===== config.mk =====
export PLATFORM = sky130hd
export DESIGN_NAME = cus19_crypto_stream_engine
export DESIGN_NICKNAME = d
export VERILOG_FILES = /design/src/rtl/cus19_crypto_stream_engine.sv
export SDC_FILE = /design/constraint.sdc
export NUM_CORES = 1
export LEC_CHECK = 0
export CELL_PAD_IN_SITES_DETAIL_PLACEMENT = 1
export CELL_PAD_IN_SITES_GLOBAL_PLACEMENT = 2
export CORE_UTILIZATION = 37
export DETAILED_ROUTE_END_ITERATION = 12
export GPL_TIMING_DRIVEN = 0
export PLACE_DENSITY = 0.95
export SLEW_MARGIN = 20
export SYNTH_ARGS = -nofsm -noshare
export SYNTH_HDL_FRONTEND = slang
export SYNTH_SLANG_ARGS = --single-unit
export TNS_END_PERCENT = 1

===== constraint.sdc =====
create_clock -name clk -period 11.38 [get_ports clk]
set_clock_uncertainty 0.15 [all_clocks]
set_input_delay 2.845 -clock clk [delete_from_list [all_inputs] [get_ports clk]]
set_output_delay 2.845 -clock clk [all_outputs]
set_load 0.02 [all_outputs]

===== src/rtl/cus19_crypto_stream_engine.sv =====
`default_nettype none
// ============================================================================
// cus19_crypto_stream_engine : memory-to-memory Custom19 cipher engine
// Rev 1.0
// ============================================================================
module cus19_crypto_stream_engine #(
  parameter logic [7:0] KEY    = 8'hA5,
  parameter int         ADDR_W = 19,
  parameter int         LEN_W  = 8
) (
  input  logic              clk,
  input  logic              rst,
  input  logic              cmd_valid,
  output logic              cmd_ready,
  input  logic              cmd_mode,
  input  logic [ADDR_W-1:0] cmd_src,
  input  logic [ADDR_W-1:0] cmd_dst,
  input  logic [LEN_W-1:0]  cmd_len,
  input  logic              abort,
  output logic              busy,
  output logic              done,
  output logic [LEN_W-1:0]  byte_count,
  output logic              mem_req,
  output logic              mem_we,
  output logic [ADDR_W-1:0] mem_addr,
  output logic [7:0]        mem_wdata,
  input  logic [7:0]        mem_rdata,
  input  logic              mem_ack
);

  typedef enum logic [2:0] {
    S_IDLE  = 3'd0,
    S_READ  = 3'd1,
    S_XFORM = 3'd2,
    S_WRITE = 3'd3,
    S_DONE  = 3'd4
  } state_t;

  state_t              state_q;
  logic                mode_q;
  logic [ADDR_W-1:0]   src_q;
  logic [ADDR_W-1:0]   dst_q;
  logic [LEN_W-1:0]    len_q;
  logic [LEN_W-1:0]    idx_q;
  logic [LEN_W-1:0]    count_q;
  logic [7:0]          data_q;
  logic [7:0]          wdata_q;
  logic [ADDR_W-1:0]   addr_q;
  logic                done_q;
  logic [LEN_W-1:0]    idx_d;

  function automatic logic [7:0] enc_f(input logic [7:0] d);
    enc_f = {d[4:0], d[7:5]} ^ KEY;
  endfunction

  function automatic logic [7:0] dec_f(input logic [7:0] d);
    logic [7:0] t;
    t     = d ^ KEY;
    dec_f = {t[2:0], t[7:3]};
  endfunction

  assign idx_d = idx_q + LEN_W'(1);

  always_ff @(posedge clk or posedge rst) begin
    if (rst) begin
      state_q <= S_IDLE;
      mode_q  <= 1'b0;
      src_q   <= '0;
      dst_q   <= '0;
      len_q   <= '0;
      idx_q   <= '0;
      count_q <= '0;
      data_q  <= '0;
      wdata_q <= '0;
      addr_q  <= '0;
      done_q  <= 1'b0;
    end else if (abort && (state_q != S_IDLE)) begin
      // Cancel wins over any coincident ack: progress so far is kept as-is.
      state_q <= S_IDLE;
      done_q  <= 1'b0;
    end else begin
      done_q <= 1'b0;
      unique case (state_q)
        S_IDLE: begin
          if (cmd_valid) begin
            mode_q  <= cmd_mode;
            src_q   <= cmd_src;
            dst_q   <= cmd_dst;
            len_q   <= cmd_len;
            idx_q   <= '0;
            count_q <= '0;
            if (cmd_len == '0) begin
              state_q <= S_DONE;
              done_q  <= 1'b1;
            end else begin
              state_q <= S_READ;
              addr_q  <= cmd_src;
            end
          end
        end
        S_READ: begin
          if (mem_ack) begin
            data_q  <= mem_rdata;
            state_q <= S_XFORM;
          end
        end
        S_XFORM: begin
          wdata_q <= mode_q ? enc_f(data_q) : dec_f(data_q);
          addr_q  <= dst_q + ADDR_W'(idx_q);
          state_q <= S_WRITE;
        end
        S_WRITE: begin
          if (mem_ack) begin
            count_q <= count_q + LEN_W'(1);
            idx_q   <= idx_d;
            if (idx_d == len_q) begin
              state_q <= S_DONE;
              done_q  <= 1'b1;
            end else begin
              state_q <= S_READ;
              addr_q  <= src_q + ADDR_W'(idx_d);
            end
          end
        end
        S_DONE: begin
          state_q <= S_IDLE;
        end
        default: begin
          state_q <= S_IDLE;
        end
      endcase
    end
  end

  assign cmd_ready  = (state_q == S_IDLE);
  assign busy       = (state_q != S_IDLE);
  assign mem_req    = (state_q == S_READ) || (state_q == S_WRITE);
  assign mem_we     = (state_q == S_WRITE);
  assign mem_addr   = addr_q;
  assign mem_wdata  = wdata_q;
  assign done       = done_q;
  assign byte_count = count_q;

endmodule
`default_nettype wire


After elaboration in Yosys (flattened, before gate mapping)

Cells that the tools add are included.

Register bits after elaboration: 102
Latch bits: 0
Bits in writable memories: 0
Bits in read-only memories: 0
Word-level logic and storage cells: 66
Memories kept: 0

Add/sub/neg operators: 4
Multiply operators: 0
Divide/modulo/power cells: 0
Magnitude comparators: 0
Equality and inequality tests: 11
Shift operators: 0
Mux-type cells: 24
Bitwise gates (word level): 3
Reduce and logical (&&, ||, !) cells: 13

Operators with widths:

| operator              | number |
|---|---|
| $mux W19              | 4 |
| $pmux W19 S3          | 1 |
| $add A19 B8 Y19       | 2 |
| $mux W8               | 4 |
| $pmux W8 S2           | 2 |
| $mux W3               | 6 |
| $add A8 B1 Y8 const B | 2 |
| $pmux W3 S4           | 1 |
| $reduce_and A3 Y1     | 3 |
| $eq A8 B8 Y1          | 1 |
| $logic_not A8 Y1      | 1 |
| $not A4 Y4            | 2 |
| $eq A3 B2 Y1 const B  | 2 |
| $ne A2 B2 Y1 const B  | 3 |
| $reduce_and A6 Y1     | 1 |
| $reduce_bool A3 Y1    | 2 |
| $mux W1               | 5 |
| $reduce_and A4 Y1     | 1 |
| $eq A3 B1 Y1 const B  | 1 |
| $logic_not A3 Y1      | 1 |
| $ne A3 B1 Y1 const B  | 1 |
| $ne A3 B2 Y1 const B  | 1 |
| $ne A3 B3 Y1 const B  | 1 |
| $ne A2 B1 Y1 const B  | 1 |
| other kinds (6)       | 6 |

Depth between registers and ports, before layout

Gate-level depths: netlist of run 1.

Depth after elaboration: 6
Gate-level depth with buffers: 12
Depth with buffers taken out: 12

Worst setup path before layout of run 1

OpenSTA, ideal clock, no wires.

Path kind: input to register
Start point: in abort
End point: reg addr_q[8], in the netlist mem_addr[8]
Data arrival time: 4.098 ns
Path slack: 7.028 ns
Stages on the path: 5
Path buffers: 1
Cells stage by stage: nand2b_1 -> a2111oi_2 -> o21ai_4 -> buf_6 -> o41ai_2

Word-level cells in the longest chain between the ends: 3

Ends and longest elaborated chain:

| what                               | line | text |
|---|---|---|
| start: declaration                 | 19   | `input logic abort,` |
| $logic_and A1 B1 Y1                | 77   | `end else if (abort && (state_q != S_IDLE)) begin` |
| $not A1 Y1 (no source line)        | -    |  |
| $reduce_and A6 Y1 (no source line) | -    |  |
| end signal: assignment             | 97   | `addr_q <= cmd_src;` |
| end signal: assignment             | 109  | `addr_q <= dst_q + ADDR_W'(idx_q);` |
| end signal: assignment             | 121  | `addr_q <= src_q + ADDR_W'(idx_d);` |
| end: declaration                   | 48   | `logic [ADDR_W-1:0] addr_q;` |

No other way between the ends.
A chain may end at the register's enable or synchronous reset.

Final worst setup path of run 1

Start point: reg state_q[0]
End point: out mem_we

Word-level cells in the longest chain between the ends: 1

Ends and longest elaborated chain:

| what                     | line | text |
|---|---|---|
| start: declaration       | 39   | `state_t state_q;` |
| start signal: assignment | 66   | `state_q <= S_IDLE;` |
| start signal: assignment | 79   | `state_q <= S_IDLE;` |
| start signal: assignment | 93   | `state_q <= S_DONE;` |
| $eq A3 B2 Y1             | 138  | `assign mem_we = (state_q == S_WRITE);` |
| end: declaration         | 24   | `output logic mem_we,` |

No other way between the ends.

==> summary.md, run 1 <==
| Metric | Value |
|---|---|
| Status | finished clean |
| Sw frac | 39.4% |
| Mapped Cells | 545 |
| Mapped Area | 5690 sq um |
| Comb pwr share | 45.9% |
| Clock Latency Late Sink | 0.36 ns |
| H-Tree Depth | 3 |
| Vias post-DR | 4,572 |
| Die Wd | 126 microns |
| Sw Pwr | 0.000691 W |
| Pre-CTS setup slack | 5.85 ns |
| Initial antenna violation count | 0 |
| Minimum clock period | 5.92 ns |
| Hold Violations, Final | 0 |
| Final setup viols | 0 |
| Commonest non-fill, non-tap cell in the layout | dfrtp_1 |
| Placed instance area | 6940 sq um |
| Clk Tree Root Cell | clkbuf_16 |
| Share of cells above drive strength 1 | 14.5% |
| Synth Register Bits | 102 |
| Grt ovf | 0 |
| CTS tree | built |
| CTS Hold Bufs | 0 |
| Clk pwr share | 17.6% |
| Hold Crit Class | flop to flop |
| WL/cell | 19.0 microns |
| Number of synthesized flops with an enable pin | 0 |
| # DRC | 0 |
| CTS resizes | 0 |
| Sequential fraction of the synthesis area | 44.9% |
| Antenna viol nets, final | 0 |
| Final instance area | 7230 sq um |
| Final slew viol count | 0 |
| Worst-Margin Slew | 0.630 ns |
| Critical-path maximum fanout | 10 |
| Num Clock Sinks | 102 |
| TNS Setup | 0 ns |
| Most frequent cells in the layout | 102 x dfrtp_1, 99 x clkdlybuf4s50_1, 60 x nand2_1, 58 x mux2_2, 46 x o21ai_0 |
| Warnings from Yosys | 0 |
| Maximum clock insertion buffer count | 2 |
| Core Box Area | 14,800 sq um |
| Post-DP HPWL | 12,200 microns |
| Post-synth ARST share | 100% |
| Max cap viols | 0 |
| RSZ-0062 raised after global routing | no |
| Fmax achieved | 0.169 GHz |
| Final worst setup slack | 5.46 ns |
| Lkg Pwr | 3.06 nW |
| First-pass GRT wire length | 26,300 microns |
| Num ports | 100 |
| Drt via density | 5.41 |
| Required @ worst endpoint | 8.39 ns |
| CP endpoint kind | output port |
| Height of the die | 126 microns |
| Met2 GRT Util | 35.7% |
| Num CTS Buffers | 9 |
| Placed Cells | 829 |
| Met3 Track Usage GR | 2.68% |
| Initial Utilization | 38.5% |
| GP Congestion | 0.825 |
| Worst VDD drop | 0.0000878 V |
| Relative slew slack | 57.8% |
| Tcrit/Tclk final | 52.0% |
| PwrDens | 243 nW/um^2 |
| FP Rows | 44 |
| Vias in the first global route | 4,903 |
| Setup crit start kind | flop |
| Internal cell power | 0.00106 W |
| Drt pass-1 iters | 4 |
| Setup Crit Path Kind | flop to output port |
| Detailed Route Iter0 Violations | 250 |
| # diodes | 0 |
| Top FF cell, synth | dfrtp_1 |
| M1 GR Usage | 28.4% |
| PortBufs | 99 |
| Unique masters post-synth | 54 |
| GRT Overall Usage | 21.3% |
| Syn nets | 627 |
| Pin count of the biggest net entering global routing | 74 |
| Syn_area_per_cell | 10.4 sq um |
| Arrival @ worst endpoint | 2.92 ns |
| Top Usage Layer GRT | met2 |
| Nets | 738 |
| Postcts setup bufs | 0 |
| Die area | 15,900 sq um |
| Area Overhead vs Synth | 27.1% |
| Clock slew at the register clock pins of the worst setup and hold paths | 0.08 ns |
| Final core utilization | 49.0% |
| Finished Layout Cells | 845 |
| Routed WL | 16,000 microns |
| Reg2Reg Setup Slack | 7.66 ns |
| Flop pwr share | 36.5% |
-- sequential cells by signal, summed over array words and instances, names as in the netlist --
name        count
len_q           8
idx_q           8
mem_addr       19
src_q          19
data_q          8
mem_wdata       8
state_q         3
done            1
mode_q          1
dst_q          19
byte_count      8
-- layer usage --
metal | wire length (microns) | part of all wire, %
met4 | 297 | 1.9
met1 | 7300 | 46
met5 | 0 | 0
met3 | 682 | 4.3
met2 | 7760 | 48
-- metrics by stage --
stage                     hold slack [ns]  total power (W)
after floorplan                     0.332          0.00115
after global placement              0.313          0.00141
after detailed placement            0.320          0.00145
after CTS                           0.337          0.00176
after global routing                0.375          0.00187
final                               0.331          0.00175
-- power by group through the flow --
| stage | clock network [W] | registers, W | logic (W) |
|---|---|---|---|
| 2_1_floorplan | 0 | 0.000669 | 0.000478 |
| 3_3_place_gp | 0 | 0.000635 | 0.000771 |
| 3_5_place_dp | 0 | 0.000646 | 0.000804 |
| 4_1_cts | 0.000313 | 0.000641 | 0.000811 |
| 5_1_grt | 0.000325 | 0.000663 | 0.000877 |
| 6_report | 0.000309 | 0.000640 | 0.000805 |
-- worst max-delay path, cell delays in order, from the launching register on --
cell	delay (ns)
dfrtp_1	0.47
clkbuf_1	0.30
nand3b_1	0.22
clkbuf_1	0.47
clkinv_1	0.44
clkdlybuf4s50_1	0.65
-- logic make-up after synthesis --
group | synth area share (%)
mux | 12.4
compound gates | 13.6
fa+ha+maj | 5.10
xor+xnor | 8.91
flops | 44.9
buf+inv | 2.77
simple gates | 12.3
-- cell usage after synthesis (3+ instances only) --
cell type / instances / area, sq um
a211oi_1: 4 / 30.0
a21o_1: 6 / 45.0
a21oi_1: 25 / 125
a222oi_1: 4 / 40.0
a22o_1: 3 / 26.3
and3_1: 5 / 31.3
buf_2: 6 / 30.0
buf_4: 3 / 22.5
clkbuf_1: 11 / 41.3
dfrtp_1: 102 / 2550
ha_1: 20 / 250
inv_1: 13 / 48.8
mux2_2: 58 / 653
mux2i_1: 5 / 50.1
nand2_1: 60 / 225
nand2b_1: 8 / 50.1
nand3_1: 9 / 45.0
nand4_1: 4 / 25.0
nor2_1: 39 / 146
nor2b_1: 4 / 25.0
nor3_1: 4 / 20.0
nor4_1: 3 / 18.8
o2111ai_1: 3 / 26.3
o211ai_1: 7 / 52.6
o21a_1: 3 / 22.5
o21ai_0: 46 / 230
o221ai_1: 3 / 26.3
o31a_1: 3 / 26.3
o31ai_1: 4 / 30.0
or3_1: 3 / 18.8
xnor2_1: 26 / 228
xor2_1: 24 / 210
-- final timing paths --
| kind | startpoint | endpoint | cells after the start |
|---|---|---|---|
| worst max register to register | idx_q[4] | mem_addr[12] | 11 |
| worst max-delay path | state_q[0] | mem_we | 5 |
| worst min register to register | mem_wdata[3] | mem_wdata[3] | 2 |
| worst min-delay path | mem_wdata[3] | mem_wdata[3] | 2 |
| max in group asynchronous | rst | len_q[0] | 3 |
| min in group asynchronous | rst | mem_addr[8] | 2 |
-- final cells by class --
cell class / instances / area [sq um]
flip-flops and latches: 102 / 2550
plain buffers: 21 / 105
well taps: 184 / 230
multi-input cells: 408 / 2980
fillers: 1629 / 7530
repair buffers: 100 / 1020
inverters: 14 / 57.6
clock inverters: 7 / 62.6
clock buffers: 9 / 225
No activity file was read; power rests on OpenSTA's default activity.
==> inputs of run 2 (changes only) <==
CORE_UTILIZATION = 31   (was 37)
PLACE_DENSITY = 0.85   (was 0.95)
clock period = 5.4 ns   (was 11.38 ns; I/O delays follow)
==> summary.md, run 2 (synthesis gave the netlist of run 1 again) <==
| Metric | Value |
|---|---|
| Status | finished clean |
| Initial Utilization | 31.7% (-6.9 points) |
| Multi-input logic area | 2980 sq um (unchanged) |
| PwrDens | 516 nW/um^2 (+110%) |
| Reg2reg path depth | 11 (unchanged) |
| CTS resizes | 0 (unchanged) |
| Worst hold start | mem_wdata[4] |
| Worst VDD drop | 0.000251 V (+190%) |
| CP top delay family | buffers and inverters |
| CTS Hold Bufs | 0 (unchanged) |
| GRT Overall Usage | 18.3% (-3.0 points) |
| # DRC | 0 (unchanged) |
| Share of cells above drive strength 1 | 14.4% (-0.15 points) |
| Max cap viols | 0 (unchanged) |
| CP Buf/Inv Count | 4 (unchanged) |
| Final setup viols | 0 (unchanged) |
| Clock slew at the register clock pins of the worst setup and hold paths | 0.07 ns (about the same) |
| Hold Crit Class | flop to flop |
| Die Wd | 137 microns (+9.1%) |
| Internal cell power | 0.00237 W (+120%) |
| Worst Hold End | mem_wdata[4] |
| CP dominant cell by count | clkbuf_1 |
| Placed Cells | 874 (+5.4%) |
| Final core utilization | 40.8% (-8.2 points) |
| Drt pass-1 iters | 5 (+1) |
| Num ports | 100 (unchanged) |
| Pin count of the biggest net entering global routing | 57 (-23%) |
| Routed WL | 16,100 microns (+0.64%) |
| Clk pwr share | 19.8% (+2.2 points) |
| Critical-path maximum fanout | 10 (unchanged) |
| Nets | 738 (unchanged) |
| Worst-Margin Slew | 0.638 ns (+0.00819 ns) |
| Lkg Pwr | 3.08 nW (+0.63%) |
| FP Rows | 49 (+11%) |
| Core Box Area | 18,000 sq um (+22%) |
| Num Clock Sinks | 102 (unchanged) |
| Slowest stage delay, CP | 0.65 ns (about the same) |
| Most frequent cells in the layout | 102 x dfrtp_1, 99 x clkdlybuf4s50_1, 60 x nand2_1, 58 x mux2_2, 46 x o21ai_0 |
| Detailed Route Iter0 Violations | 220 (-12%) |
| Critical-path cell list | clkbuf_1, nand3b_1, clkbuf_1, clkinv_1, clkdlybuf4s50_1 |
| Num CTS Buffers | 9 (unchanged) |
| First-pass GRT wire length | 26,100 microns (-0.61%) |
| PortBufs | 99 (unchanged) |
| Worst reg2reg path endpoint | mem_addr[12] |
| Vias post-DR | 4,529 (-0.94%) |
| Arrival @ worst endpoint | 2.93 ns (about the same) |
| CTS tree | built |
| Die area | 18,900 sq um (+19%) |
| GP Congestion | 0.844 (+2.4%) |
| Setup Crit Path Kind | flop to output port |
| Fill count | 2,022 (+24%) |
| Area Overhead vs Synth | 29.0% |
| Register area | 2550 sq um (unchanged) |
| Final slew viol count | 0 (unchanged) |
| Flop pwr share | 35.6% (-0.9 points) |
| Maximum clock insertion buffer count | 2 (unchanged) |
| Relative slew slack | 57.2% (-0.55 points) |
| # diodes | 0 (unchanged) |
| Setup crit start kind | flop |
| Drt via density | 5.09 (-5.9%) |
| Hold Crit Depth | 2 (unchanged) |
| Commonest non-fill, non-tap cell in the layout | dfrtp_1 |
| Initial antenna violation count | 0 (unchanged) |
| CP endpoint kind | output port |
| Antenna viol nets, final | 0 (unchanged) |
| Comb pwr share | 44.6% (-1.3 points) |
| Required @ worst endpoint | 3.90 ns (-4.49 ns) |
| Height of the die | 137 microns (+9.1%) |
| Vias in the first global route | 4,823 (-1.6%) |
| RSZ-0062 raised after global routing | no |
| TNS Setup | 0 ns (unchanged) |
| Origin of the critical flop-to-flop path | idx_q[4] |
| Sw Pwr | 0.00142 W (+110%) |
| Postcts setup bufs | 0 (unchanged) |
| Hold WS | 0.333 ns (+0.00272 ns) |
| Finished Layout Cells | 890 (+5.3%) |
| Sw frac | 37.5% (-1.9 points) |
| Reg2Reg Setup Slack | 1.74 ns (-5.92 ns) |
| Fmax achieved | 0.226 GHz |
| Grt ovf | 0 (unchanged) |
| Minimum clock period | 4.43 ns |
| Hold Violations, Final | 0 (unchanged) |
| Post-DP HPWL | 12,400 microns (+2.0%) |
| Tcrit/Tclk final | 82.0% |
| Clk Tree Root Cell | clkbuf_16 |
| Clock Latency Late Sink | 0.36 ns (about the same) |
| WL/cell | 18.1 microns (-4.4%) |
| Critical-path top delay cell | clkdlybuf4s50_1 |
| H-Tree Depth | 3 (unchanged) |
[run 2: changes by cell type in the layout (fill, tap and decap cells not counted), sizes merged]
cell      previous run  this run
bufinv               0         3
clkbuf              20        21
clkinvlp             1         2
inv                 18        13
[run 2: area by class of cell]
type	instances	share of cell area [%]
clock buffers	10	3.12
flip-flops and latches	102	34.8
plain buffers	21	1.43
well taps	229	3.91
multi-input cells	408	40.6
inverters	14	0.785
clock inverters	6	1.50
repair buffers	100	13.9
[run 2: worst max path at each step]
stage                         end  cells past startpoint        from  slack, ns
finish                     mem_we                      5  state_q[0]       0.97
CTS                        mem_we                      5  state_q[0]       0.88
detailed placement         mem_we                      5  state_q[0]       1.28
global route               mem_we                      5  state_q[0]       0.77
global placement         dst_q[2]                      2         rst      -0.38
floorplan           byte_count[0]                      1         rst       1.22
[run 2: power by group through the flow]
stage / combinational [W] / clock (W) / sequential, W
2_1_floorplan: 0.00101 / 0 / 0.00141
3_3_place_gp: 0.00164 / 0 / 0.00134
3_5_place_dp: 0.00170 / 0 / 0.00136
4_1_cts: 0.00171 / 0.000763 / 0.00135
5_1_grt: 0.00186 / 0.000786 / 0.00139
6_report: 0.00169 / 0.000749 / 0.00135
[run 2: worst min-delay path, cell delays in order, from the launching register on]
cell,delay [ns]
dfrtp_1,0.34
nand2_1,0.05
o21ai_0,0.06
[run 2: metal layers]
| metal | GRT usage, % | vias to the layer above | wire length [microns] |
|---|---|---|---|
| met1 | 24.4 | 2288 | 7580 |
| met2 | 30.3 | 75 | 7790 |
| met5 | 0 | - | 0 |
| li1 | - | 2153 | - |
| met3 | 2.24 | 13 | 534 |
| met4 | 6.35 | 0 | 238 |
[run 2: through the flow]
stage	worst slack, ns	total power (W)	cell area, sq um
after global placement	-0.377	0.00298	6960
after CTS	0.879	0.00382	7340
after floorplan	1.22	0.00242	5690
after global routing	0.770	0.00403	7340
after detailed placement	1.28	0.00306	7000
final	0.974	0.00379	7340
==> inputs of run 3 (changes only) <==
CORE_UTILIZATION = 34   (was 31)
PLACE_DENSITY = 0.89   (was 0.85)
clock period = 4.4 ns   (was 5.4 ns; I/O delays follow)
==> summary.md, run 3 (synthesis gave the netlist of run 1 again) <==
| Metric | Value |
|---|---|
| Status | finished clean |
| Hold Violations, Final | 0 (unchanged) |
| Met2 GRT Util | 33.4% (+3.1 points) |
| Detailed Route Iter0 Violations | 250 (+14%) |
| Drt pass-1 iters | 5 (unchanged) |
| Setup Crit Path Kind | flop to output port |
| Clk Tree Root Cell | clkbuf_16 |
| Clock Latency Late Sink | 0.37 ns (about the same) |
| Num CTS Buffers | 9 (unchanged) |
| Sw Pwr | 0.00178 W (+25%) |
| Die Wd | 131 microns (-4.4%) |
| Vias post-DR | 4,554 (+0.55%) |
| Post-DP HPWL | 12,500 microns (+0.42%) |
| Minimum clock period | 4.18 ns |
| Setup crit start kind | flop |
| Worst VDD drop | 0.000213 V (-15%) |
| Clock slew at the register clock pins of the worst setup and hold paths | 0.07 ns (about the same) |
| Nets | 738 (unchanged) |
| # diodes | 0 (unchanged) |
| CTS tree | built |
| First-pass GRT wire length | 26,600 microns (+2.0%) |
| Relative slew slack | 51.6% (-5.6 points) |
| Worst-Margin Slew | 0.722 ns (+0.0834 ns) |
| Tcrit/Tclk final | 95.1% |
| Drt via density | 5.20 (+2.2%) |
| Hold Crit Class | flop to flop |
| Postcts setup bufs | 0 (unchanged) |
| Comb pwr share | 45.9% (+1.3 points) |
| Most frequent cells in the layout | 102 x dfrtp_1, 99 x clkdlybuf4s50_1, 60 x nand2_1, 58 x mux2_2, 46 x o21ai_0 |
| Vias in the first global route | 4,970 (+3.0%) |
| CTS resizes | 0 (unchanged) |
| CP endpoint kind | output port |
| # DRC | 0 (unchanged) |
| Arrival @ worst endpoint | 2.93 ns (about the same) |
| Area Overhead vs Synth | 27.8% |
| Sw frac | 38.9% (+1.4 points) |
| PortBufs | 99 (unchanged) |
| Final slew viol count | 0 (unchanged) |
| Reg2reg path depth | 11 (unchanged) |
| Initial Utilization | 35.3% (+3.6 points) |
| Met3 Track Usage GR | 4.71% (+2.5 points) |
| RSZ-0062 raised after global routing | no |
| Lkg Pwr | 3.07 nW (-0.43%) |
| Worst reg2reg path endpoint | mem_addr[14] |
| Worst hold start | mem_wdata[6] |
| Fill count | 1,800 (-11%) |
| Internal cell power | 0.00279 W (+18%) |
| Commonest non-fill, non-tap cell in the layout | dfrtp_1 |
| FP Rows | 46 (-6.1%) |
| Worst Hold End | mem_wdata[6] |
| Fmax achieved | 0.239 GHz |
| Required @ worst endpoint | 3.15 ns (-0.75 ns) |
| Clk pwr share | 17.9% (-1.9 points) |
| Final core utilization | 45.1% (+4.3 points) |
| Pin count of the biggest net entering global routing | 59 (+3.5%) |
| Hold Crit Depth | 2 (unchanged) |
| CTS Hold Bufs | 0 (unchanged) |
| Die area | 17,200 sq um (-8.7%) |
| Share of cells above drive strength 1 | 14.4% (+0.022 points) |
| Final instance area | 7270 sq um (-0.92%) |
| Reg2Reg Setup Slack | 0.75 ns (-0.99 ns) |
| M1 GR Usage | 24.4% (about the same) |
| Initial antenna violation count | 0 (unchanged) |
| PwrDens | 629 nW/um^2 (+22%) |
| Top Usage Layer GRT | met2 |
| Origin of the critical flop-to-flop path | idx_q[4] |
| Routed WL | 16,400 microns (+1.6%) |
| H-Tree Depth | 3 (unchanged) |
| WL/cell | 18.7 microns (+3.2%) |
| Maximum clock insertion buffer count | 2 (unchanged) |
| Grt ovf | 0 (unchanged) |
| GP Congestion | 0.816 (-3.3%) |
| Num ports | 100 (unchanged) |
| Antenna viol nets, final | 0 (unchanged) |
| Flop pwr share | 36.3% (+0.7 points) |
| Height of the die | 131 microns (-4.4%) |
| Final setup viols | 0 (unchanged) |
| Placed instance area | 6980 sq um (-0.23%) |
| Core Box Area | 16,100 sq um (-10%) |
| Max cap viols | 0 (unchanged) |
| GRT Overall Usage | 19.8% (+1.5 points) |
| Critical-path maximum fanout | 10 (unchanged) |
| Num Clock Sinks | 102 (unchanged) |
-- run 3: cell types whose count changed in the layout (fill, tap and decap cells not counted), sizes merged --
cell,delta
bufinv,-2
inv,+1
clkinvlp,-2
clkbuf,-1
clkinv,+3
-- run 3: critical path: stages, from the launching register on --
cell and delay, ns:
dfrtp_1 0.46, clkbuf_1 0.30, nand3b_1 0.22, clkbuf_1 0.49, clkinv_1 0.44, clkdlybuf4s50_1 0.66
-- run 3: cell type report --
type	count	area, sq um	area share [%]
flip-flops and latches	102	2550	35.1
multi-input cells	408	2980	41.0
clock buffers	9	225	3.10
plain buffers	21	105	1.45
well taps	216	270	3.72
clock inverters	6	62.6	0.861
inverters	14	57.6	0.792
repair buffers	100	1020	14.0
-- run 3: worst max path at each step --
stage,start,to
floorplan,rst,byte_count[0]
global placement,rst,dst_q[3]
detailed placement,state_q[0],mem_we
CTS,state_q[0],mem_we
global route,state_q[0],mem_we
finish,state_q[0],mem_we
-- run 3: metal layers --
metal | wire length (microns) | vias up
met5 | 0 | -
met4 | 271 | 0
li1 | - | 2167
met3 | 835 | 18
met1 | 7360 | 2271
met2 | 7940 | 98
-- run 3: per-stage QoR --
| stage | setup TNS [ns] | setup slack [ns] | hold slack, ns | instances | power, W |
|---|---|---|---|---|---|
| after global placement | -109.96 | -1.09 | 0.314 | 860 | 0.00364 |
| after global routing | 0 | 0.0106 | 0.376 | 876 | 0.00485 |
| final | 0 | 0.217 | 0.338 | 876 | 0.00457 |
| after detailed placement | 0 | 0.559 | 0.331 | 861 | 0.00377 |
| after CTS | 0 | 0.147 | 0.346 | 876 | 0.00460 |
| after floorplan | 0 | 0.475 | 0.332 | 545 | 0.00297 |
-- run 3: power groups by stage --
stage               clock (W)  combinational [W]  sequential [W]
CTS                  0.000827            0.00211         0.00166
global route         0.000858            0.00227         0.00172
detailed placement          0            0.00209         0.00168
global placement            0            0.00200         0.00165
floorplan                   0            0.00124         0.00173
finish               0.000816            0.00210         0.00166
